<file path="src/rtl/nn_sched_pkg.sv">
// -----------------------------------------------------------------------------
// nn_sched_pkg
// Shared definitions for the MLP layer sequencer:
//   - sequencer state encoding
//   - default layer geometry and pipeline latencies
//   - BRAM address width
//   - weight-BRAM base address and layer-length helpers
// -----------------------------------------------------------------------------
package nn_sched_pkg;

  localparam int ADDR_W      = 11;

  localparam int N_IN_DEF    = 784;
  localparam int N_HID_DEF   = 28;
  localparam int N_HL_DEF    = 2;
  localparam int N_OUT_DEF   = 10;
  localparam int RD_LAT_DEF  = 1;
  localparam int MAC_LAT_DEF = 2;

  typedef enum logic [3:0] {
    S_IDLE,
    S_LOAD,
    S_CLR,
    S_MAC,
    S_DRAIN,
    S_RESC,
    S_WB,
    S_ARGMAX,
    S_DONE
  } state_t;

  // Weight rows are packed layer after layer: the input layer owns the first
  // n_in words, every later layer owns n_hid words.
  function automatic logic [ADDR_W-1:0] layer_base(input logic [1:0] l,
                                                   input int n_in,
                                                   input int n_hid);
    if (l == 2'd0) begin
      return '0;
    end
    return ADDR_W'(n_in + (int'(l) - 1) * n_hid);
  endfunction

  // Number of MAC cycles a layer needs: its fan-in.
  function automatic logic [ADDR_W-1:0] layer_len(input logic [1:0] l,
                                                  input int n_in,
                                                  input int n_hid);
    return (l == 2'd0) ? ADDR_W'(n_in) : ADDR_W'(n_hid);
  endfunction

endpackage

</file>
<file path="src/rtl/nn_layer_sched_argmax_unit.sv">
// -----------------------------------------------------------------------------
// argmax_unit
// Running signed maximum with index register. The first enabled compare after
// a clear seeds the maximum unconditionally; afterwards a lane replaces the
// incumbent only when strictly greater, so ties keep the lowest lane index.
//
// Ports:
//   clk, rst       clock, asynchronous active-high reset
//   clear          forget the current maximum (next compare seeds)
//   en             compare lane/score this cycle
//   lane           index of the score presented
//   score          signed score of that lane
//   best_idx_next  winning index including this cycle's compare
// -----------------------------------------------------------------------------
module argmax_unit #(
  parameter int IDX_W   = 4,
  parameter int SCORE_W = 32
) (
  input  logic                      clk,
  input  logic                      rst,
  input  logic                      clear,
  input  logic                      en,
  input  logic [IDX_W-1:0]          lane,
  input  logic signed [SCORE_W-1:0] score,
  output logic [IDX_W-1:0]          best_idx_next
);

  logic signed [SCORE_W-1:0] max_reg;
  logic [IDX_W-1:0]          idx_reg;
  logic                      seeded_reg;
  logic                      take;

  assign take          = en && (!seeded_reg || (score > max_reg));
  // Exposed combinationally so the final lane's compare can be captured on
  // the same edge that leaves the argmax sweep.
  assign best_idx_next = take ? lane : idx_reg;

  always_ff @(posedge clk or posedge rst) begin
    if (rst) begin
      max_reg    <= '0;
      idx_reg    <= '0;
      seeded_reg <= 1'b0;
    end else if (clear) begin
      max_reg    <= '0;
      idx_reg    <= '0;
      seeded_reg <= 1'b0;
    end else if (take) begin
      max_reg    <= score;
      idx_reg    <= lane;
      seeded_reg <= 1'b1;
    end
  end

endmodule

</file>
<file path="src/rtl/nn_layer_sched.sv">
// -----------------------------------------------------------------------------
// nn_layer_sched
// Top-level sequencer for the 28-lane MLP datapath. Loads one image into the
// input buffer, runs the hidden layers (writing their activations back into
// the input buffer), runs the output layer, then picks the winning class.
//
// Ports:
//   clk, rst      clock, asynchronous active-high reset
//   start         begin a run (only honoured in IDLE)
//   in_valid      pixel beat offered; in_ready high only while loading
//   ip_we/ip_src  input-buffer write enable / source (0 pixel, 1 activation)
//   ip_wr_addr    input-buffer write address
//   ip_rd_addr    input-buffer read address (MAC phase)
//   wt_addr       weight BRAM address shared by all lanes
//   mac_rst       clear accumulators
//   mac_en        accumulate enable, aligned to BRAM read data
//   rescale       one-cycle requantize strobe
//   lane_sel      lane index for write-back and argmax
//   score_in      signed score of lane lane_sel
//   layer         current layer (N_HL = output layer)
//   busy          any state other than IDLE
//   done          one-cycle completion pulse
//   class_out     winning class, held until the next completion
// -----------------------------------------------------------------------------
module nn_layer_sched
  import nn_sched_pkg::*;
#(
  parameter int N_IN    = N_IN_DEF,
  parameter int N_HID   = N_HID_DEF,
  parameter int N_HL    = N_HL_DEF,
  parameter int N_OUT   = N_OUT_DEF,
  parameter int RD_LAT  = RD_LAT_DEF,
  parameter int MAC_LAT = MAC_LAT_DEF
) (
  input  logic              clk,
  input  logic              rst,
  input  logic              start,
  input  logic              in_valid,
  output logic              in_ready,
  output logic              ip_we,
  output logic              ip_src,
  output logic [ADDR_W-1:0] ip_wr_addr,
  output logic [ADDR_W-1:0] ip_rd_addr,
  output logic [ADDR_W-1:0] wt_addr,
  output logic              mac_rst,
  output logic              mac_en,
  output logic              rescale,
  output logic [4:0]        lane_sel,
  input  logic signed [31:0] score_in,
  output logic [1:0]        layer,
  output logic              busy,
  output logic              done,
  output logic [3:0]        class_out
);

  localparam logic [ADDR_W-1:0] LOAD_LAST  = ADDR_W'(N_IN - 1);
  localparam logic [ADDR_W-1:0] DRAIN_LAST = ADDR_W'(RD_LAT + MAC_LAT - 1);
  localparam logic [ADDR_W-1:0] WB_LAST    = ADDR_W'(N_HID - 1);
  localparam logic [ADDR_W-1:0] AM_LAST    = ADDR_W'(N_OUT - 1);
  localparam logic [1:0]        OUT_LAYER  = 2'(N_HL);

  state_t            state_reg, state_next;
  logic [ADDR_W-1:0] cnt_reg, cnt_next;
  logic [1:0]        layer_reg, layer_next;
  logic [3:0]        class_reg;
  logic [RD_LAT-1:0] mac_pipe_reg;

  logic [ADDR_W-1:0] mac_last;
  logic [ADDR_W-1:0] base_addr;
  logic              am_clear;
  logic              am_en;
  logic              class_load;
  logic [3:0]        am_idx_next;

  assign base_addr = layer_base(layer_reg, N_IN, N_HID);
  assign mac_last  = layer_len(layer_reg, N_IN, N_HID) - ADDR_W'(1);

  // ---------------------------------------------------------------------------
  // State, counters and registered outputs
  // ---------------------------------------------------------------------------
  always_ff @(posedge clk or posedge rst) begin
    if (rst) begin
      state_reg <= S_IDLE;
      cnt_reg   <= '0;
      layer_reg <= '0;
      class_reg <= '0;
    end else begin
      state_reg <= state_next;
      cnt_reg   <= cnt_next;
      layer_reg <= layer_next;
      if (class_load) begin
        class_reg <= am_idx_next;
      end
    end
  end

  // mac_en tracks "in MAC" delayed by the BRAM read latency, so accumulation
  // lines up with the read data rather than the address.
  always_ff @(posedge clk or posedge rst) begin
    if (rst) begin
      mac_pipe_reg <= '0;
    end else begin
      mac_pipe_reg[0] <= (state_reg == S_MAC);
      for (int i = 1; i < RD_LAT; i++) begin
        mac_pipe_reg[i] <= mac_pipe_reg[i-1];
      end
    end
  end

  assign mac_en    = mac_pipe_reg[RD_LAT-1];
  assign class_out = class_reg;
  assign layer     = layer_reg;

  // ---------------------------------------------------------------------------
  // Next state and combinational strobes
  // ---------------------------------------------------------------------------
  always_comb begin
    state_next = state_reg;
    cnt_next   = cnt_reg;
    layer_next = layer_reg;
    in_ready   = 1'b0;
    ip_we      = 1'b0;
    ip_src     = 1'b0;
    ip_wr_addr = '0;
    ip_rd_addr = '0;
    wt_addr    = '0;
    mac_rst    = 1'b0;
    rescale    = 1'b0;
    lane_sel   = '0;
    done       = 1'b0;
    busy       = (state_reg != S_IDLE);
    am_clear   = 1'b0;
    am_en      = 1'b0;
    class_load = 1'b0;

    case (state_reg)
      S_IDLE: begin
        if (start) begin
          state_next = S_LOAD;
          cnt_next   = '0;
          layer_next = '0;
        end
      end

      S_LOAD: begin
        in_ready   = 1'b1;
        ip_wr_addr = cnt_reg;
        if (in_valid) begin
          ip_we = 1'b1;
          if (cnt_reg == LOAD_LAST) begin
            state_next = S_CLR;
            cnt_next   = '0;
          end else begin
            cnt_next = cnt_reg + ADDR_W'(1);
          end
        end
      end

      S_CLR: begin
        mac_rst    = 1'b1;
        cnt_next   = '0;
        state_next = S_MAC;
      end

      S_MAC: begin
        ip_rd_addr = cnt_reg;
        wt_addr    = base_addr + cnt_reg;
        if (cnt_reg == mac_last) begin
          state_next = S_DRAIN;
          cnt_next   = '0;
        end else begin
          cnt_next = cnt_reg + ADDR_W'(1);
        end
      end

      S_DRAIN: begin
        if (cnt_reg == DRAIN_LAST) begin
          state_next = S_RESC;
          cnt_next   = '0;
        end else begin
          cnt_next = cnt_reg + ADDR_W'(1);
        end
      end

      S_RESC: begin
        rescale  = 1'b1;
        cnt_next = '0;
        if (layer_reg == OUT_LAYER) begin
          am_clear   = 1'b1;
          state_next = S_ARGMAX;
        end else begin
          state_next = S_WB;
        end
      end

      S_WB: begin
        // Hidden activations overwrite the head of the input buffer, which
        // the next layer then reads as its fan-in.
        lane_sel   = cnt_reg[4:0];
        ip_we      = 1'b1;
        ip_src     = 1'b1;
        ip_wr_addr = cnt_reg;
        if (cnt_reg == WB_LAST) begin
          state_next = S_CLR;
          cnt_next   = '0;
          layer_next = layer_reg + 2'd1;
        end else begin
          cnt_next = cnt_reg + ADDR_W'(1);
        end
      end

      S_ARGMAX: begin
        lane_sel = cnt_reg[4:0];
        am_en    = 1'b1;
        if (cnt_reg == AM_LAST) begin
          class_load = 1'b1;
          state_next = S_DONE;
          cnt_next   = '0;
        end else begin
          cnt_next = cnt_reg + ADDR_W'(1);
        end
      end

      S_DONE: begin
        done       = 1'b1;
        layer_next = '0;
        state_next = S_IDLE;
      end

      default: begin
        state_next = S_IDLE;
      end
    endcase
  end

  argmax_unit #(
    .IDX_W   (4),
    .SCORE_W (32)
  ) u_argmax (
    .clk           (clk),
    .rst           (rst),
    .clear         (am_clear),
    .en            (am_en),
    .lane          (cnt_reg[3:0]),
    .score         (score_in),
    .best_idx_next (am_idx_next)
  );

endmodule
</file>
<file path="config.mk">
export PLATFORM = sky130hd
export DESIGN_NAME = nn_layer_sched
export DESIGN_NICKNAME = d
export VERILOG_FILES = /design/src/rtl/nn_sched_pkg.sv /design/src/rtl/nn_layer_sched_argmax_unit.sv /design/src/rtl/nn_layer_sched.sv
export SDC_FILE = /design/constraint.sdc
export NUM_CORES = 1
export LEC_CHECK = 0
export ABC_AREA = 1
export CORE_MARGIN = 1
export CORE_UTILIZATION = 30
export DETAILED_ROUTE_END_ITERATION = 10
export PLACE_DENSITY = 0.47
export SLEW_MARGIN = 25
export SYNTH_ARGS = -nofsm -noshare
export SYNTH_HDL_FRONTEND = slang
export SYNTH_HIERARCHICAL = 1
export SYNTH_SLANG_ARGS = --single-unit
</file>
<file path="constraint.sdc">
create_clock -name clk -period 3.55 [get_ports clk]
set_clock_uncertainty 0.15 [all_clocks]
set_input_delay 0.71 -clock clk [delete_from_list [all_inputs] [get_ports clk]]
set_output_delay 0.71 -clock clk [all_outputs]
set_load 0.03 [all_outputs]
</file>
**After elaboration in Yosys (flattened, before gate mapping)**

Cells that the tools add are included.

- Reduce and logical (&&, ||, !) cells: 15
- Multiply operators: 1
- Multiplexer cells: 46
- Add/subtract/negate cells: 6
- Eq/ne operators: 21
- Magnitude comparators: 1

Operators by type and width:

| kind | number |
|---|---|
| 2-to-1 mux 11 bit | 12 |
| case mux 11 bit (7 select lines) | 1 |
| 2-to-1 mux 32 bit | 2 |
| 2-to-1 mux 4 bit | 9 |
| greater-than comparator 32 bit | 1 |
| case mux 4 bit (8 select lines) | 1 |
| == test 4 x 3 -> 1 bit (second input constant) | 4 |
| 2-to-1 mux 1 bit | 15 |
| != test 2 bit (second input constant) | 6 |
| adder 11 x 1 -> 11 bit (second input constant) | 1 |
| adder 11 bit | 1 |
| adder 11 x 9 -> 11 bit (first input constant) | 1 |
| == test 11 x 10 -> 1 bit (second input constant) | 1 |
| == test 11 bit | 1 |
| == test 11 x 2 -> 1 bit (second input constant) | 1 |
| == test 11 x 4 -> 1 bit (second input constant) | 1 |
| == test 11 x 5 -> 1 bit (second input constant) | 1 |
| subtractor 10 x 1 -> 11 bit (second input constant) | 1 |
| 2-to-1 mux 10 bit | 1 |
| == test 4 x 2 -> 1 bit (second input constant) | 2 |
| multiplier 3 x 4 -> 7 bit (second input constant) | 1 |
| AND reduction 7 bit | 1 |
| nonzero test 7 bit | 1 |
| case mux 2 bit (3 select lines) | 1 |
| 19 further kinds | 23 |

- Input port bits: 36
- Output and inout bits: 52
- Register bits after elaboration: 59
- Word-level logic and storage cells: 98

**Depth between registers and ports, before layout**

Gate-level depths: netlist of the first run.

- Depth in word-level cells: 6
- Depth in mapped cells: 23
- Mapped depth without buffers: 23

**Modules after synthesis**

The synthesis of the first run kept the hierarchy.

Modules (own cells, without submodules):

| module | seq. area each (µm²) | area an instance (µm²) | cells an instance | instances |
|---|---|---|---|---|
| argmax_unit | 925.9 | 2551.2 | 331 | 1 |
| nn_layer_sched | 550.5 | 2097.0 | 329 | 1 |

**Worst setup path before layout of the first run**

OpenSTA, ideal clock, no wires.

- Path type: flip-flop to output port
- From: register layer_reg[0] (netlist: layer[0])
- To: output wt_addr[8]
- Arrival time: 2745 ps
- Cell stages (with the launch flop): 17
- Required time: 2690 ps
- Buffers on the path: 0
- Slack: -55 ps
- Path through: dfrtp_1 -> inv_1 -> ha_1 -> nand2_1 -> inv_1 -> nor3_1 -> inv_1 -> fa_1 -> inv_1 -> nand3_1 -> nand2_1 -> nand2_1 -> inv_1 -> o21ai_0 -> nand2_1 -> nor2_1 -> nor2_1

- Cells in the longest elaborated chain, start to end: 6
- Elaborated cells on any way between the ends: 8
- Classes of those cells: add/sub (3); mul (1); mux (3); reduce/logical (1)

Ends and longest elaborated chain:

| what | line | text |
|---|---|---|
| from (decl) | nn_layer_sched.sv:64 | `logic [1:0] layer_reg, layer_next;` |
| from (signal assigned) | nn_layer_sched.sv:90 | `layer_reg <= layer_next;` |
| subtractor 2 x 1 -> 3 bit | nn_sched_pkg.sv:40 | `return ADDR_W'(n_in + (int'(l) - 1) * n_hid);` |
| multiplier 3 x 4 -> 7 bit | nn_sched_pkg.sv:40 |  |
| adder 11 x 9 -> 11 bit | nn_sched_pkg.sv:40 |  |
| 2-to-1 mux 11 bit * | nn_sched_pkg.sv:40 |  |
| adder 11 bit * | nn_layer_sched.sv:167 | `wt_addr = base_addr + cnt_reg;` |
| 2-to-1 mux 11 bit * | nn_layer_sched.sv:136 | `case (state_reg)` |
| to (decl) | nn_layer_sched.sv:44 | `output logic [ADDR_W-1:0] wt_addr,` |

Mark *: on every way between the ends. The rest lies on a longest branch, timed or not.

**Worst setup path in the final report of the first run**

- From: register layer_reg[0] (netlist: layer[0])
- To: output wt_addr[7]

The elaborated chain is that of the path after synthesis.

==> results.rst, run 1 <==
.. list-table::
   :header-rows: 1

   * - Metric
     - Value
   * - Synth async-reset ratio
     - between 90% and 100%
   * - Count of mapped cells out of synthesis
     - 660
   * - Maximum level of the CTS H-tree
     - 3
   * - Core region area
     - between 15000 and 20000 sq um
   * - Pre-CTS setup slack
     - between 200 and 250 ps
   * - Via count of the first global-routing pass
     - ~4500
   * - Remaining global-route overflow
     - 0
   * - Floorplan die area
     - between 15000 and 20000 sq um
   * - Endpoint type of the worst setup path
     - primary output
   * - ANT cells
     - 0
   * - Sequential cell area
     - roughly 1500 sq um
   * - Peak Freq
     - ~0.30 GHz
   * - Global-route wire length before repair
     - around 21 mm
   * - Number of buffers added to fix hold violations after cts
     - 0
   * - Worst hold-check path type
     - reg2reg
   * - Library cells used by synthesis
     - 33
   * - Setup repair after global routing missed its margin
     - no
   * - Setup tns final
     - 0 ps
   * - Run status
     - finished, final reports clean
   * - R2R setup slack
     - 1040 ps
   * - Max cap viols
     - 0
   * - Sequential element share of the synthesized area
     - a little under a third
   * - Net count after synthesis
     - roughly 750
   * - Starting DRT DRC Count
     - 204
   * - Die height
     - approximately 130 microns
   * - Power density relative to cell area
     - ~630 nW/um^2
   * - Std-Cell Rows
     - 45
   * - Footprint of the multi-input gates
     - approximately 2700 sq um
   * - Share of layout cells above drive strength 1
     - between 10% and 20%
   * - Final routed wire length divided by cell count
     - 13.62 microns
   * - Number of nets with antenna violations after routing
     - 0
   * - Count of buffers inserted at the top-level ports
     - 87
   * - Setup Crit Path Kind
     - reg2out
   * - Number of clock buffers inserted by TritonCTS
     - 9
   * - Combined global-route utilization of all metal layers
     - between 10% and 20%
   * - Worst IR drop on VDD
     - approximately 0.30 mV
   * - Required arrival time at the worst endpoint
     - roughly 2700 ps
   * - HPWL after detailed placement
     - ~9.2 mm
   * - Buffer depth of the longest clock path
     - 2
   * - Kind of start point of the critical path
     - flop
   * - CTS root buffer
     - sky130_fd_sc_hd__clkbuf_16
   * - Clock latency reported for the late side of the worst-skew pair
     - approximately 340 ps
   * - CTS tree
     - yes
   * - Number of buffers and inverters on the critical path
     - 5
   * - Post-Route WL
     - 12.83 mm
   * - Worst EP arrival
     - about 2500 ps
   * - Length of the first detailed-routing pass in iterations
     - 4
   * - Die span in x
     - between 100 and 150 microns
   * - IO Pins
     - 88
   * - Least setup slack across all paths after layout
     - ~180 ps
   * - Cell with the most instances on the worst path
     - sky130_fd_sc_hd__buf_4
   * - Total placed instance area
     - between 5000 and 6000 sq um
   * - Routed vias
     - ~4500
   * - Worst Max-Slew Pin Slew
     - 801.8 ps
   * - # DRC
     - 0
   * - Max reg flops
     - 32
   * - Cell family with the largest share of critical-path delay
     - simple AND/OR/NAND/NOR gates
   * - Final period util
     - between 90 and 100%
   * - Number of antenna violations at the first check in global routing
     - 0
   * - Number of enable-type register cells in the synthesized netlist
     - 0
   * - Dominant synthesized flop cell
     - sky130_fd_sc_hd__dfrtp_1
   * - Slowest Stage Delay on Critical Path
     - approximately 390 ps
   * - Min Clock Period, post-route
     - approximately 3400 ps
   * - Pin count of the biggest net entering global routing
     - 47
   * - Max Slew Vio Count
     - 0
   * - Net count reported at finish
     - 839
   * - Register clock-pin slew on the reported worst setup and hold paths
     - approximately 50 ps
   * - Post-synthesis to final-layout area growth
     - 30.74%
   * - Ratio of routed vias to standard cells
     - approximately 4.7
   * - Total setup violations reported at the end of the flow
     - 0
   * - Filler instances
     - around 1600
   * - Count of warnings emitted by yosys
     - 6
   * - Critical-path cell list
     - inv_2 -> ha_4 -> nand2_1 -> inv_1 -> nor3_2 -> buf_4 -> buf_4 -> ha_1 -> nand3_1 -> nand2_2 -> nand2_2 -> nand3_2 -> o21ai_2 -> xor2_1 -> nor2_1 -> buf_4
   * - Average cell area after synthesis
     - just over 7 sq um
   * - Flip-flop and latch count after synthesis
     - between 50 and 60
   * - Post-synthesis cell area
     - roughly 4600 sq um
   * - Post-layout instance area
     - just over 6000 sq um
   * - Max stage delay cell, worst path
     - sky130_fd_sc_hd__dfrtp_1
   * - Sink count of the clock tree
     - 59
   * - Lkg Pwr
     - about 0.0030 uW
   * - Critical-path maximum fanout
     - 3
   * - Routability Congestion
     - around 0.83
   * - Worst max-slew margin expressed relative to the limit
     - a little under half
   * - Final hold viol count
     - 0
   * - Initial core utilization
     - 30.69%
   * - Total power
     - between 3000 and 4000 uW
-- kinds of logic (layout without fill, tap and decap cells) --
group	count (synthesis)	after routing	share of synthesized area, %
buf+inv	135	229	12.11
compound gates	56	56	6.272
simple gates	350	350	34.19
xor+xnor	8	8	1.507
flops	59	59	31.76
fa+ha+maj	52	52	14.16
-- worst min-delay path, delay by kind of cell (launching register included) --
kind	cells	cell delay [ps]
and+or+nand+nor	2	130
DFF	1	340
-- power breakdown --
group / leakage (uW) / switching, uW / internal [uW] / total (uW)
Sequential: 0.000743 / 145 / 906 / 1050
Combinational: 0.00216 / 1220 / 712 / 1930
Clock: 0.000141 / 312 / 552 / 864
Total: 0.00304 / 1670 / 2170 / 3840
-- stage by stage --
step | hold WS [ps] | utilization (%) | instances
2_1_floorplan | 318.7 | - | 660
3_3_place_gp | 330.0 | 37.60 | 923
3_5_place_dp | 340.8 | 37.60 | 923
4_1_cts | 351.8 | 39.56 | 938
5_1_grt | 374.6 | 40.12 | 942
6_report | 346.6 | 40.12 | 942
-- worst paths after layout --
check,start,endpoint,cells past startpoint
setup / recovery,layer[0]$_DFFE_PP0P_,wt_addr[7],16
hold / removal,u_argmax/max_reg[3]$_DFFE_PP0P_,u_argmax/max_reg[3]$_DFFE_PP0P_,2
setup reg to reg,u_argmax/max_reg[7]$_DFFE_PP0P_,u_argmax/max_reg[30]$_DFFE_PP0P_,17
hold reg to reg,u_argmax/max_reg[3]$_DFFE_PP0P_,u_argmax/max_reg[3]$_DFFE_PP0P_,2
max in group asynchronous,rst,u_argmax/max_reg[4]$_DFFE_PP0P_,3
min in group asynchronous,rst,mac_en$_DFF_PP0_,2
-- timing repair --
| action | CTS | global route |
|---|---|---|
| gates resized for setup | 5 | 15 |
| setup endpoints to repair | 3 | 3 |
| pin swaps | 0 | 6 |
| buffers inserted | 1 | 4 |
| hold endpoints to repair | 0 | 0 |
-- routing by layer --
| layer | global-route usage (%) | part of all wire, % | vias up |
|---|---|---|---|
| li1 | - | - | 2274 |
| met1 | 21.64 | 49 | 2087 |
| met2 | 27.95 | 45 | 96 |
| met3 | 3.121 | 4.4 | 16 |
| met4 | 6.945 | 1.7 | 0 |
| met5 | 0 | 0 | - |
-- cells in the mapped netlist (2+ instances only) --
cell | number | area [sq um]
sky130_fd_sc_hd__nand3_1 | 73 | 365.4
sky130_fd_sc_hd__nor2_4 | 2 | 22.52
sky130_fd_sc_hd__ha_1 | 51 | 638.1
sky130_fd_sc_hd__xor2_1 | 7 | 61.31
sky130_fd_sc_hd__nand2_2 | 4 | 25.02
sky130_fd_sc_hd__buf_1 | 5 | 18.77
sky130_fd_sc_hd__a21oi_1 | 21 | 105.1
sky130_fd_sc_hd__clkbuf_1 | 8 | 30.03
sky130_fd_sc_hd__nor2_1 | 80 | 300.3
sky130_fd_sc_hd__a21o_1 | 2 | 15.01
sky130_fd_sc_hd__nand2_1 | 151 | 566.8
sky130_fd_sc_hd__nor3_1 | 4 | 20.02
sky130_fd_sc_hd__o21ai_0 | 14 | 70.07
sky130_fd_sc_hd__nand2_8 | 2 | 40.04
sky130_fd_sc_hd__o21ai_1 | 16 | 80.08
sky130_fd_sc_hd__dfrtp_1 | 59 | 1476
sky130_fd_sc_hd__nor2_2 | 4 | 25.02
sky130_fd_sc_hd__buf_6 | 6 | 67.56
sky130_fd_sc_hd__inv_2 | 6 | 22.52
sky130_fd_sc_hd__inv_1 | 106 | 397.9
sky130_fd_sc_hd__buf_4 | 3 | 22.52
sky130_fd_sc_hd__o21a_1 | 2 | 15.01
sky130_fd_sc_hd__nand4_1 | 23 | 143.9
sky130_fd_sc_hd__nand3_2 | 2 | 20.02
-- cell usage in the layout, fill, tap and decap left out, types with 4 or more instances in the layout --
master                            count
sky130_fd_sc_hd__nand4_1             23
sky130_fd_sc_hd__a21oi_1             21
sky130_fd_sc_hd__nand2_1            147
sky130_fd_sc_hd__inv_2               11
sky130_fd_sc_hd__o21ai_0             13
sky130_fd_sc_hd__nor2_1              78
sky130_fd_sc_hd__nand3_1             71
sky130_fd_sc_hd__ha_1                48
sky130_fd_sc_hd__buf_4               20
sky130_fd_sc_hd__inv_1              101
sky130_fd_sc_hd__dfrtp_1             59
sky130_fd_sc_hd__o21ai_1             16
sky130_fd_sc_hd__clkbuf_16            9
sky130_fd_sc_hd__nand2_2              8
sky130_fd_sc_hd__clkdlybuf4s50_1     79
sky130_fd_sc_hd__nand3_2              4
sky130_fd_sc_hd__nor2_2               5
sky130_fd_sc_hd__xor2_1               7
-- area by class of cell --
class	count	share of cell area, %
clock buffers	11	3.994
clock inverters	3	0.6588
inverters	113	6.980
multi-input cells	466	44.06
flip-flops and latches	59	24.29
well taps	188	3.871
repair buffers	102	16.14
(Power assumes the default switching activity.)
==> run 2: changes to the inputs <==
--- a/config.mk
+++ b/config.mk
@@ -9,9 +9,8 @@
 export CORE_MARGIN = 1
 export CORE_UTILIZATION = 30
 export DETAILED_ROUTE_END_ITERATION = 10
-export PLACE_DENSITY = 0.47
+export PLACE_DENSITY = 0.48
 export SLEW_MARGIN = 25
 export SYNTH_ARGS = -nofsm -noshare
 export SYNTH_HDL_FRONTEND = slang
-export SYNTH_HIERARCHICAL = 1
 export SYNTH_SLANG_ARGS = --single-unit
==> run 2 against run 1 <==
  * Power shrank 1.3%
  * Critical endpoint is now wt_addr[10]
  * Utilization grew 2.2 points
  * Synthesized cell count is 16% lower
  * Combinational power decreased by 4%
  * First-iteration DRC count down 42%
  * The run now ends with setup timing left
  * Final cell count fell by 10%
  * Flip-flop and latch count did not move
  * Via count fell by 12%
  * Largest power group unchanged
  * Cell area is 3.6% lower
  * Count of clock-buffer cells in the layout grew 3
==> results.rst, run 2 <==
.. list-table::
   :header-rows: 1

   * - Metric
     - Value
   * - Run status
     - finished with violations
   * - Violations in the final reports
     - setup timing
   * - Number of antenna violations at the first check in global routing
     - 0
   * - Least setup slack across all paths after layout
     - -138.7 ps
   * - Synth async-reset ratio
     - 100.0%
   * - Lkg Pwr
     - around 0.0028 uW
   * - Number of buffers added to fix hold violations after cts
     - 0
   * - Net count after synthesis
     - around 640
   * - Number of clock buffers inserted by TritonCTS
     - 9
   * - Total placed instance area
     - roughly 5400 sq um
   * - Count of buffers inserted at the top-level ports
     - 87
   * - Count of mapped cells out of synthesis
     - 553
   * - Clock latency reported for the late side of the worst-skew pair
     - between 300 and 400 ps
   * - Number of buffers and inverters on the critical path
     - 4
   * - Setup repair after global routing missed its margin
     - yes
   * - Final non-filler cell total
     - about 850
   * - Filler instances
     - approximately 1400
   * - HPWL after detailed placement
     - 8.543 mm
   * - Kind of start point of the critical path
     - flop
   * - Synth top area cells
     - sky130_fd_sc_hd__dfrtp_1 (35%), sky130_fd_sc_hd__ha_1 (14%), sky130_fd_sc_hd__nand2_1 (10%), sky130_fd_sc_hd__inv_1 (7.3%), sky130_fd_sc_hd__nor2_1 (5.6%)
   * - Required arrival time at the worst endpoint
     - 2690 ps
   * - Footprint of the multi-input gates
     - between 2000 and 2500 sq um
   * - Floorplan die area
     - ~15000 sq um
   * - Core region area
     - roughly 14000 sq um
   * - Endpoint type of the worst setup path
     - primary output
   * - Setup Crit Path Kind
     - reg2out
   * - Max Slew Vio Count
     - 0
   * - Cell with the most instances on the worst path
     - sky130_fd_sc_hd__nand2_2
   * - Pin count of the biggest net entering global routing
     - 31
   * - Die height
     - between 100 and 150 microns
   * - Routed vias
     - a little under 4000
   * - Peak Freq
     - ~0.27 GHz
   * - Final period util
     - 103.9%
   * - Maximum level of the CTS H-tree
     - 3
   * - Final routed wire length divided by cell count
     - roughly 14 microns
   * - CTS root buffer
     - sky130_fd_sc_hd__clkbuf_16
   * - Post-synthesis to final-layout area growth
     - 38.20%
   * - ANT cells
     - 0
   * - Fraction of synthesized cell area taken by the top area cell type
     - about a third
   * - Initial core utilization
     - 30.65%
   * - Std-Cell Rows
     - between 40 and 50
   * - Via count of the first global-routing pass
     - about 4100
   * - Max cap viols
     - 0
   * - Flip-flop and latch count after synthesis
     - 59
   * - Worst EP arrival
     - about 2800 ps
   * - Power density relative to cell area
     - roughly 650 nW/um^2
   * - Buffer depth of the longest clock path
     - 2
   * - Max stage delay cell, worst path
     - sky130_fd_sc_hd__dfrtp_1
   * - Register clock-pin slew on the reported worst setup and hold paths
     - roughly 50 ps
   * - Critical-path cell list
     - inv_2 -> ha_4 -> xnor2_2 -> nor2_2 -> buf_4 -> fa_2 -> nand2_2 -> inv_2 -> o21ai_2 -> nand2_2 -> a21oi_2 -> o21bai_1 -> nand2_1 -> nand2_1 -> nand2_2 -> a21oi_2 -> nor2_2 -> buf_6
   * - Min Clock Period, post-route
     - roughly 3700 ps
   * - Post-layout instance area
     - about 6000 sq um
   * - Critical-path maximum fanout
     - 3
   * - Routability Congestion
     - 0.8831
   * - Worst Max-Slew Pin Slew
     - about 640 ps
   * - Max reg flops
     - 32
   * - Pre-CTS setup slack
     - -68.96 ps
   * - Number of cells in the design after placement
     - approximately 830
   * - Post-synthesis cell type with the largest combined area
     - sky130_fd_sc_hd__dfrtp_1
   * - Number of enable-type register cells in the synthesized netlist
     - 0
   * - Most frequent cells in the layout
     - sky130_fd_sc_hd__nand2_1 (114), sky130_fd_sc_hd__clkdlybuf4s50_1 (79), sky130_fd_sc_hd__inv_1 (78)
   * - Net count reported at finish
     - roughly 750
   * - Worst hold-check path type
     - reg2reg
   * - Ratio of routed vias to standard cells
     - between 4 and 5
   * - Total setup violations reported at the end of the flow
     - 2
   * - Die span in x
     - 120.9 microns
   * - Length of the first detailed-routing pass in iterations
     - 4
   * - Global-route wire length before repair
     - 19.22 mm
   * - Post-synthesis cell area
     - roughly 4200 sq um
   * - Average cell area after synthesis
     - 7.663 sq um
   * - IO Pins
     - 88
   * - Slowest Stage Delay on Critical Path
     - roughly 380 ps
   * - Library cells used by synthesis
     - 39
   * - Sequential cell area
     - between 1000 and 1500 sq um
   * - Count of warnings emitted by yosys
     - 0
   * - Total power
     - 3792 uW
   * - Final hold viol count
     - 0
   * - Post-Route WL
     - ~12 mm
   * - Cell with the most instances after synthesis
     - sky130_fd_sc_hd__nand2_1
   * - Worst max-slew margin expressed relative to the limit
     - 57.03%
   * - Dominant synthesized flop cell
     - sky130_fd_sc_hd__dfrtp_1
   * - Sequential element share of the synthesized area
     - between 30% and 40%
   * - Number of nets with antenna violations after routing
     - 0
   * - Share of layout cells above drive strength 1
     - ~17%
   * - # DRC
     - 0
   * - Combined global-route utilization of all metal layers
     - approximately 17%
   * - Sink count of the clock tree
     - 59
   * - Worst IR drop on VDD
     - between 0.2 and 0.3 mV
   * - Remaining global-route overflow
     - 0
   * - CTS tree
     - yes
   * - Most frequent standard cell in the layout excluding fill and tap cells
     - sky130_fd_sc_hd__nand2_1
   * - Commonest cells post-synth
     - sky130_fd_sc_hd__nand2_1 (118), sky130_fd_sc_hd__inv_1 (82), sky130_fd_sc_hd__nor2_1 (63)
   * - Starting DRT DRC Count
     - ~120
   * - Cell family with the largest share of critical-path delay
     - simple AND/OR/NAND/NOR gates
[run 2: changes by cell type after synthesis, moves of 4 or more]
cell,before,now
sky130_fd_sc_hd__inv_2,6,11
sky130_fd_sc_hd__xor2_1,7,0
sky130_fd_sc_hd__a21oi_1,21,25
sky130_fd_sc_hd__nand2_1,151,118
sky130_fd_sc_hd__o21ai_2,0,18
sky130_fd_sc_hd__inv_1,106,82
sky130_fd_sc_hd__nand3_1,73,31
sky130_fd_sc_hd__nand4_1,23,6
sky130_fd_sc_hd__nor2_1,80,63
sky130_fd_sc_hd__o21ai_0,14,22
sky130_fd_sc_hd__clkbuf_1,8,2
sky130_fd_sc_hd__nor3_1,4,11
sky130_fd_sc_hd__buf_1,5,0
[run 2: what timing repair did]
| action | CTS | global route |
|---|---|---|
| resized for setup | 10 | 28 |
| endpoints found under the setup margin | 6 | 4 |
| buffers inserted | 2 | 1 |
| pin swaps | 5 | 18 |
[run 2: final timing paths]
check / from / to / slack [ps] / cells after the start
min reg2reg: class_out[0]$_DFFE_PP0P_ / class_out[0]$_DFFE_PP0P_ / 340 / 2
max in group asynchronous: rst / u_argmax.max_reg[27]$_DFFE_PP0P_ / 1920 / 3
max: layer[0]$_DFFE_PP0P_ / wt_addr[10] / -140 / 18
max reg2reg: u_argmax.max_reg[31]$_DFFE_PP0P_ / u_argmax.max_reg[9]$_DFFE_PP0P_ / 1010 / 15
min: class_out[0]$_DFFE_PP0P_ / class_out[0]$_DFFE_PP0P_ / 340 / 2
min in group asynchronous: rst / cnt_reg[1]$_DFFE_PP0P_ / 650 / 2
[run 2: cell families (layout without fill, tap and decap cells)]
logic type	count (synthesis)	count (layout)	share of synthesized area, %
and+or+nand+nor	246	246	25.54
buffers and inverters	105	219	10.60
AOI/OAI and AO/OA	91	91	13.67
DFF	59	59	34.84
adders and majority gates	50	50	14.94
xor gates and xnor gates	2	2	0.4134
[run 2: area by class of cell]
type,instances,share of cell area [%]
Clock buffer,14,5.020
Clock inverter,2,0.6623
Inverter,95,6.131
Multi-Input combinational cell,389,41.23
Sequential cell,59,25.21
Tap cell,180,3.845
Timing Repair Buffer,108,17.90
[run 2: routing by layer]
metal / vias to the layer above / wire length, microns / track usage (%)
li1: 1994 / - / -
met1: 1810 / 5236 / 20.82
met2: 123 / 5474 / 28.18
met3: 14 / 665 / 4.652
met4: 0 / 183 / 5.710
met5: - / 0 / 0
[run 2: worst register-to-register path, stage by stage, from the launching register on]
cell and delay [ps]:
sky130_fd_sc_hd__dfrtp_1 350, sky130_fd_sc_hd__inv_1 80, sky130_fd_sc_hd__ha_1 270, sky130_fd_sc_hd__a21oi_1 160
sky130_fd_sc_hd__o21a_1 130, sky130_fd_sc_hd__nand2_1 50, sky130_fd_sc_hd__a21oi_1 180, sky130_fd_sc_hd__nand2_1 90
sky130_fd_sc_hd__nand2_1 80, sky130_fd_sc_hd__nand3_1 110, sky130_fd_sc_hd__nand2_2 150, sky130_fd_sc_hd__nand2_4 110
sky130_fd_sc_hd__inv_2 210, sky130_fd_sc_hd__buf_12 200, sky130_fd_sc_hd__nand2_1 70, sky130_fd_sc_hd__o21ai_1 80
[run 2: where the power goes]
group	switching [uW]	internal [uW]	leakage, uW
logic	1150	707	0.00185
clock network	321	641	0.000166
registers	84.9	892	0.000741
total	1550	2240	0.00275
[run 2: stage by stage]
stage	util (%)	TNS [ps]	hold WS (ps)
finish	42.36	-193.9	335.9
floorplan	-	-19.56	331.8
global placement	39.07	-32.97	322.2
global route	42.36	-625.4	366.1
detailed placement	39.07	-68.96	323.9
CTS	41.64	-466.9	342.7
==> run 3: changes to the inputs <==
--- a/config.mk
+++ b/config.mk
@@ -6,7 +6,6 @@
 export NUM_CORES = 1
 export LEC_CHECK = 0
 export ABC_AREA = 1
-export CORE_MARGIN = 1
 export CORE_UTILIZATION = 30
 export DETAILED_ROUTE_END_ITERATION = 10
 export PLACE_DENSITY = 0.48
==> results of run 3 <==
Final layout, timing and power as in run 2 (identical DEF).
==> patch 1 (settings of run 1) <==
The package constant `ADDR_W` goes from 11 to 10.
--- a/src/rtl/nn_sched_pkg.sv
+++ b/src/rtl/nn_sched_pkg.sv
@@ -8,7 +8,7 @@
 // -----------------------------------------------------------------------------
 package nn_sched_pkg;
 
-  localparam int ADDR_W      = 11;
+  localparam int ADDR_W      = 10;
 
   localparam int N_IN_DEF    = 784;
   localparam int N_HID_DEF   = 28;
Ports: changed (resized ip_rd_addr, ip_wr_addr and wt_addr); port bits go from 88 to 85. The function was not compared with the original's and may differ.
==> patch 1 against run 1 <==
The run now ends with design-rule violations left. Total power fell by 7.8%. Count of clock-buffer cells in the layout up 1. Sequential share of layout area rose by 0.14 points. Area after synthesis decreased by 1.5%. Routed wire length up 1.5%. Core utilization up 0.29 points. Final area decreased by 2.2%. Setup slack worse by 0.024 ns. Sequential cell count decreased by 1.
==> patch 1: results (changes against run 1) <==
| Metric | Value |
|---|---|
| Peak supply drop | 0.253 mV (was 0.300 mV) |
| Compound-cell area share of the yosys netlist | 0.0705 (was 0.0627) |
| Failing checks | design-rule violations |
| Post-CTS setup buffers | 0 (was 1) |
| Vias in the first global route | 4399 (was 4454) |
| Run status | finished with violations (was finished, final reports clean) |
| Fin nets | 816 (was 839) |
| Met1 usage in global routing | 0.223 (was 0.216) |
| Sequential fraction of the synthesis area | 0.317 (was 0.318) |
| Sw Pwr | 1.45 mW (was 1.67 mW) |
| Post-Synth Adder-Cell Area | 0.136 (was 0.142) |
| Number of vias per cell | 4.76 (was 4.75) |
| Mapped Nets | 731 (was 748) |
| Multiplexer area fraction after synthesis | 0.00984 (was 0) |
| Final Wtd Congestion | 0.919 (was 0.831) |
| Commonest cells in the netlist | 144 x nand2_1, 97 x inv_1, 79 x nand3_1, 79 x nor2_1, 58 x dfrtp_1 (was 151 x nand2_1, 106 x inv_1, 80 x nor2_1) |
| Top cells by area, synth | dfrtp_1 32%, ha_1 13%, nand2_1 12% (was dfrtp_1 32%, ha_1 14%, nand2_1 12%) |
| FILL cells | 1516 (was 1595) |
| Setup WS pre-CTS | 0.233 ns (was 0.205 ns) |
| # DRC | 2 (was 0) |
| Placed cells | 904 (was 923) |
| Leak pwr | 2.99 nW (was 3.04 nW) |
| Synth Flop Type | dfrtp_1 (unchanged) |
| I/O Buffers | 84 (was 87) |
| WP data arrival | 2.53 ns (was 2.51 ns) |
| Xor and xnor area share after synthesis | 0.00574 (was 0.0151) |
| Total routed wirelength | 13.0 mm (was 12.8 mm) |
| 1st-iter DRT viols | 275 (was 204) |
| Max reg flops | 32 (unchanged) |
| Met2 Use GR | 0.288 (was 0.279) |
| Post-DP HPWL | 9.42 mm (was 9.18 mm) |
| Comb pwr | 1.56 mW (was 1.93 mW) |
| Syn_area_per_cell | 7.08 um2 (was 7.04 um2) |
| Ant diodes | 0 (unchanged) |
| M3 GR Usage | 0.0381 (was 0.0312) |
| GRT Total Usage | 0.173 (was 0.169) |
| Crit-path max FO | 5 (was 3) |
| Power share of the clock group | 0.278 (was 0.225) |
| Worst slew pin tran | 0.908 ns (was 0.802 ns) |
-- patch 1: cell types whose count changed after synthesis, moves of 4 or more --
cell	before	now
nand3_1	73	79
mux2_2	0	4
inv_1	106	97
nand2_1	151	144
xor2_1	7	2
-- patch 1: through the flow --
step           total power, mW  hold WS (ns)  instance area (um2)  utilization
2_1_floorplan             2.19         0.319                 4580            -
3_3_place_gp              2.56         0.330                 5600        0.381
3_5_place_dp              2.58         0.336                 5600        0.381
4_1_cts                   3.59         0.349                 5930        0.404
5_1_grt                   3.85         0.371                 5940        0.404
6_report                  3.54         0.345                 5940        0.404
-- patch 1: worst max-delay path: stages, from the launching register on --
cell and delay, ns:
dfrtp_1 0.41, inv_1 0.13, ha_1 0.24, ha_1 0.24
fa_1 0.45, nand4_1 0.11, nand3_1 0.08, o21ai_0 0.15
a21oi_1 0.06, clkdlybuf4s15_1 0.34
-- patch 1: per-layer routing --
metal,up-vias,wire length [um]
met3,11,607
met1,2031,6250
met5,-,0
li1,2246,-
met4,0,150
met2,91,6020
-- patch 1: path summary, 6_finish.rpt --
path,start,to,slack (ns),cells past startpoint
worst max-delay path,layer[0],wt_addr[8],0.16,9
worst min-delay path,u_argmax/max_reg[1],u_argmax/max_reg[1],0.34,2
worst max register to register,u_argmax/max_reg[21],class_out[0],1.08,17
worst min register to register,u_argmax/max_reg[1],u_argmax/max_reg[1],0.34,2
max in group asynchronous,rst,cnt_reg[6],1.92,2
min in group asynchronous,rst,u_argmax/max_reg[25],0.70,3
-- patch 1: area by class of cell --
type	instances	area [um2]	area share
clock buffers	12	267	0.0449
inverters	101	379	0.0638
repair buffers	96	943	0.159
clock inverters	4	72.6	0.0122
flip-flops and latches	58	1450	0.244
multi-input cells	465	2600	0.437
well taps	184	230	0.0388
==> patch 2 (settings of run 1) <==
Without the edit above. Re-encode `state_t` (9 states) as one-hot, 9 bits wide.
--- a/src/rtl/nn_sched_pkg.sv
+++ b/src/rtl/nn_sched_pkg.sv
@@ -17,16 +17,16 @@
   localparam int RD_LAT_DEF  = 1;
   localparam int MAC_LAT_DEF = 2;
 
-  typedef enum logic [3:0] {
-    S_IDLE,
-    S_LOAD,
-    S_CLR,
-    S_MAC,
-    S_DRAIN,
-    S_RESC,
-    S_WB,
-    S_ARGMAX,
-    S_DONE
+  typedef enum logic [8:0] {
+    S_IDLE   = 9'b000000001,
+    S_LOAD   = 9'b000000010,
+    S_CLR    = 9'b000000100,
+    S_MAC    = 9'b000001000,
+    S_DRAIN  = 9'b000010000,
+    S_RESC   = 9'b000100000,
+    S_WB     = 9'b001000000,
+    S_ARGMAX = 9'b010000000,
+    S_DONE   = 9'b100000000
   } state_t;
 
   // Weight rows are packed layer after layer: the input layer owns the first
Check against the original RTL: same outputs for any inputs over 10 cycles, from zero or initial values and one cycle with rst high; not proved beyond that.
==> patch 2 against run 1 <==
Area after synthesis grew 12%. Setup slack lost 0.11 ns. Routed wire length grew 19%. Final area grew 10%. Critical path depth shrank 1. Sequential cell count grew 5. Critical path type unchanged.
Power is not compared: it rests on default switching activity, and its combinational part moved more than twofold at a synthesized area within 25%.
==> patch 2: results (changes against run 1) <==
| Metric | Value |
|---|---|
| Reg clk slew, reported paths | 0.06 ns |
| Fin nets | 925 (was 839) |
| Post-DP HPWL | 11.2 mm (was 9.18 mm) |
| H-tree level count | 3 (unchanged) |
| Top cells by area, synth | dfrtp_1 30%, ha_1 12%, nand2_1 12% (was dfrtp_1 32%, ha_1 14%, nand2_1 12%) |
| Antenna violations before repair | 0 (unchanged) |
| Mapped Nets | 834 (was 748) |
| Crit-path max FO | 3 (unchanged) |
| CTS buffer count | 9 (unchanged) |
| Setup WS pre-CTS | 0.0949 ns (was 0.205 ns) |
| Slew headroom | 0.312 (was 0.465) |
| Reg2Reg Setup Slack | 1.01 ns (was 1.04 ns) |
| Total routed wirelength | 15.3 mm (was 12.8 mm) |
| Ant diodes | 0 (unchanged) |
| Run status | finished, final reports clean (unchanged) |
| Max reg flops | 32 (unchanged) |
| 1st-iter DRT viols | 339 (was 204) |
| Vias in the first global route | 5023 (was 4454) |
| First-pass GRT wire length | 25.4 mm (was 21.4 mm) |
| Share of flip-flops with an asynchronous set or reset | 1.00 (unchanged) |
| I/O Buffers | 87 (unchanged) |
| FILL cells | 1764 (was 1595) |
| Hold Crit Class | reg -> reg (unchanged) |
| Area post-placement | 6320 um2 (was 5700 um2) |
| Tcrit/Tclk final | 0.979 (was 0.949) |
| Worst skew pair latency | 0.34 ns (about the same) |
| Final instance area | 6690 um2 (was 6080 um2) |
| Placed cells | 1043 (was 923) |
| WP data arrival | 2.62 ns (was 2.51 ns) |
| Commonest cells in the netlist | 164 x nand2_1, 106 x inv_1, 91 x nand3_1 (was 151 x nand2_1, 106 x inv_1, 80 x nor2_1) |
| Synth cell types | 39 (was 33) |
| Pin count of the biggest net entering global routing | 47 (unchanged) |
| Leak pwr | 3.13 nW |
| Initial DRT Pass Iterations | 7 (was 4) |
| Clock Path Buffers | 2 (unchanged) |
| Endpoints failing hold | 0 (unchanged) |
| GRT Total Usage | 0.180 (was 0.169) |
| Synth Flop Type | dfrtp_1 (unchanged) |
| Hold_ws | 0.346 ns (was 0.347 ns) |
| Root Buffer | clkbuf_16 (unchanged) |
| Final Wtd Congestion | 0.883 (was 0.831) |
| Sequential fraction of the synthesis area | 0.307 (was 0.318) |
| Peak supply drop | 0.223 mV |
| Layout cell share with drive strength beyond 1 | 0.105 (was 0.102) |
| Internal Power | 1.53 mW |
| Ys Warns | 6 (unchanged) |
| Fin cells | 1062 (was 942) |
| Post-Syn Instances | 746 (was 660) |
| Via count | 5159 (was 4473) |
## patch 2: changes by cell type in the layout (fill, tap and decap cells not counted), sizes merged, moves of 4 or more
cell | run 1 | this run
mux2 | 0 | 4
a21oi | 21 | 28
nand2 | 157 | 171
nor2 | 87 | 99
dfrtp | 59 | 63
o21ai | 30 | 45
nand3 | 76 | 93
nor3 | 4 | 8
## patch 2: power groups by stage
| stage | clock (mW) | sequential [mW] | combinational, mW |
|---|---|---|---|
| after floorplan | 0 | 0.793 | 0.463 |
| after global placement | 0 | 0.795 | 0.657 |
| after detailed placement | 0 | 0.796 | 0.662 |
| after CTS | 0.939 | 0.783 | 0.669 |
| after global routing | 0.967 | 0.787 | 0.744 |
| final | 0.912 | 0.784 | 0.665 |
## patch 2: kinds of logic after synthesis
logic type                 share of synthesized area
buffers and inverters                          0.113
xor gates and xnor gates                     0.00838
AOI/OAI and AO/OA                             0.0809
DFF                                            0.307
and+or+nand+nor                                0.356
muxes                                        0.00862
adders and majority gates                      0.126
## patch 2: timing repair
item                                    4_1_cts  5_1_grt
endpoints found under the setup margin        4        5
pin swaps                                     3        3
buffers inserted                              1        2
gates resized for setup                       7        6
## patch 2: worst paths after layout
| kind | startpoint | end | cells after the start |
|---|---|---|---|
| worst max-delay path | layer[0] | wt_addr[8] | 15 |
| worst min-delay path | u_argmax/max_reg[3] | u_argmax/max_reg[3] | 2 |
| worst max register to register | u_argmax/max_reg[5] | class_out[1] | 19 |
| worst min register to register | u_argmax/max_reg[3] | u_argmax/max_reg[3] | 2 |
| max in group asynchronous | rst | u_argmax/max_reg[4] | 3 |
| min in group asynchronous | rst | u_argmax/max_reg[28] | 2 |
## patch 2: per-layer routing
| layer | wire length (um) | vias up | GRT usage |
|---|---|---|---|
| met3 | 890 | 16 | 0.0382 |
| met4 | 193 | 0 | 0.0574 |
| li1 | - | 2599 | - |
| met1 | 7060 | 2401 | 0.235 |
| met2 | 7130 | 143 | 0.296 |
| met5 | 0 | - | 0 |
## patch 2: layout make-up
class / count / share of cell area
Clock buffer: 11 / 0.0363
Clock inverter: 5 / 0.00842
Inverter: 114 / 0.0640
Multi-Input combinational cell: 542 / 0.460
Sequential cell: 64 / 0.240
Tap cell: 220 / 0.0412
Timing Repair Buffer: 106 / 0.150
## patch 2: critical path, cell delays in order (launching register included)
cell	delay, ns
dfrtp_1	0.38
inv_2	0.09
ha_4	0.21
nand2_1	0.06
inv_1	0.04
nor3_2	0.20
inv_1	0.09
fa_2	0.36
inv_2	0.07
nand3_1	0.07
nand2_2	0.11
a21oi_1	0.06
o21ai_1	0.16
a21oi_1	0.08
o21a_1	0.12
buf_4	0.16
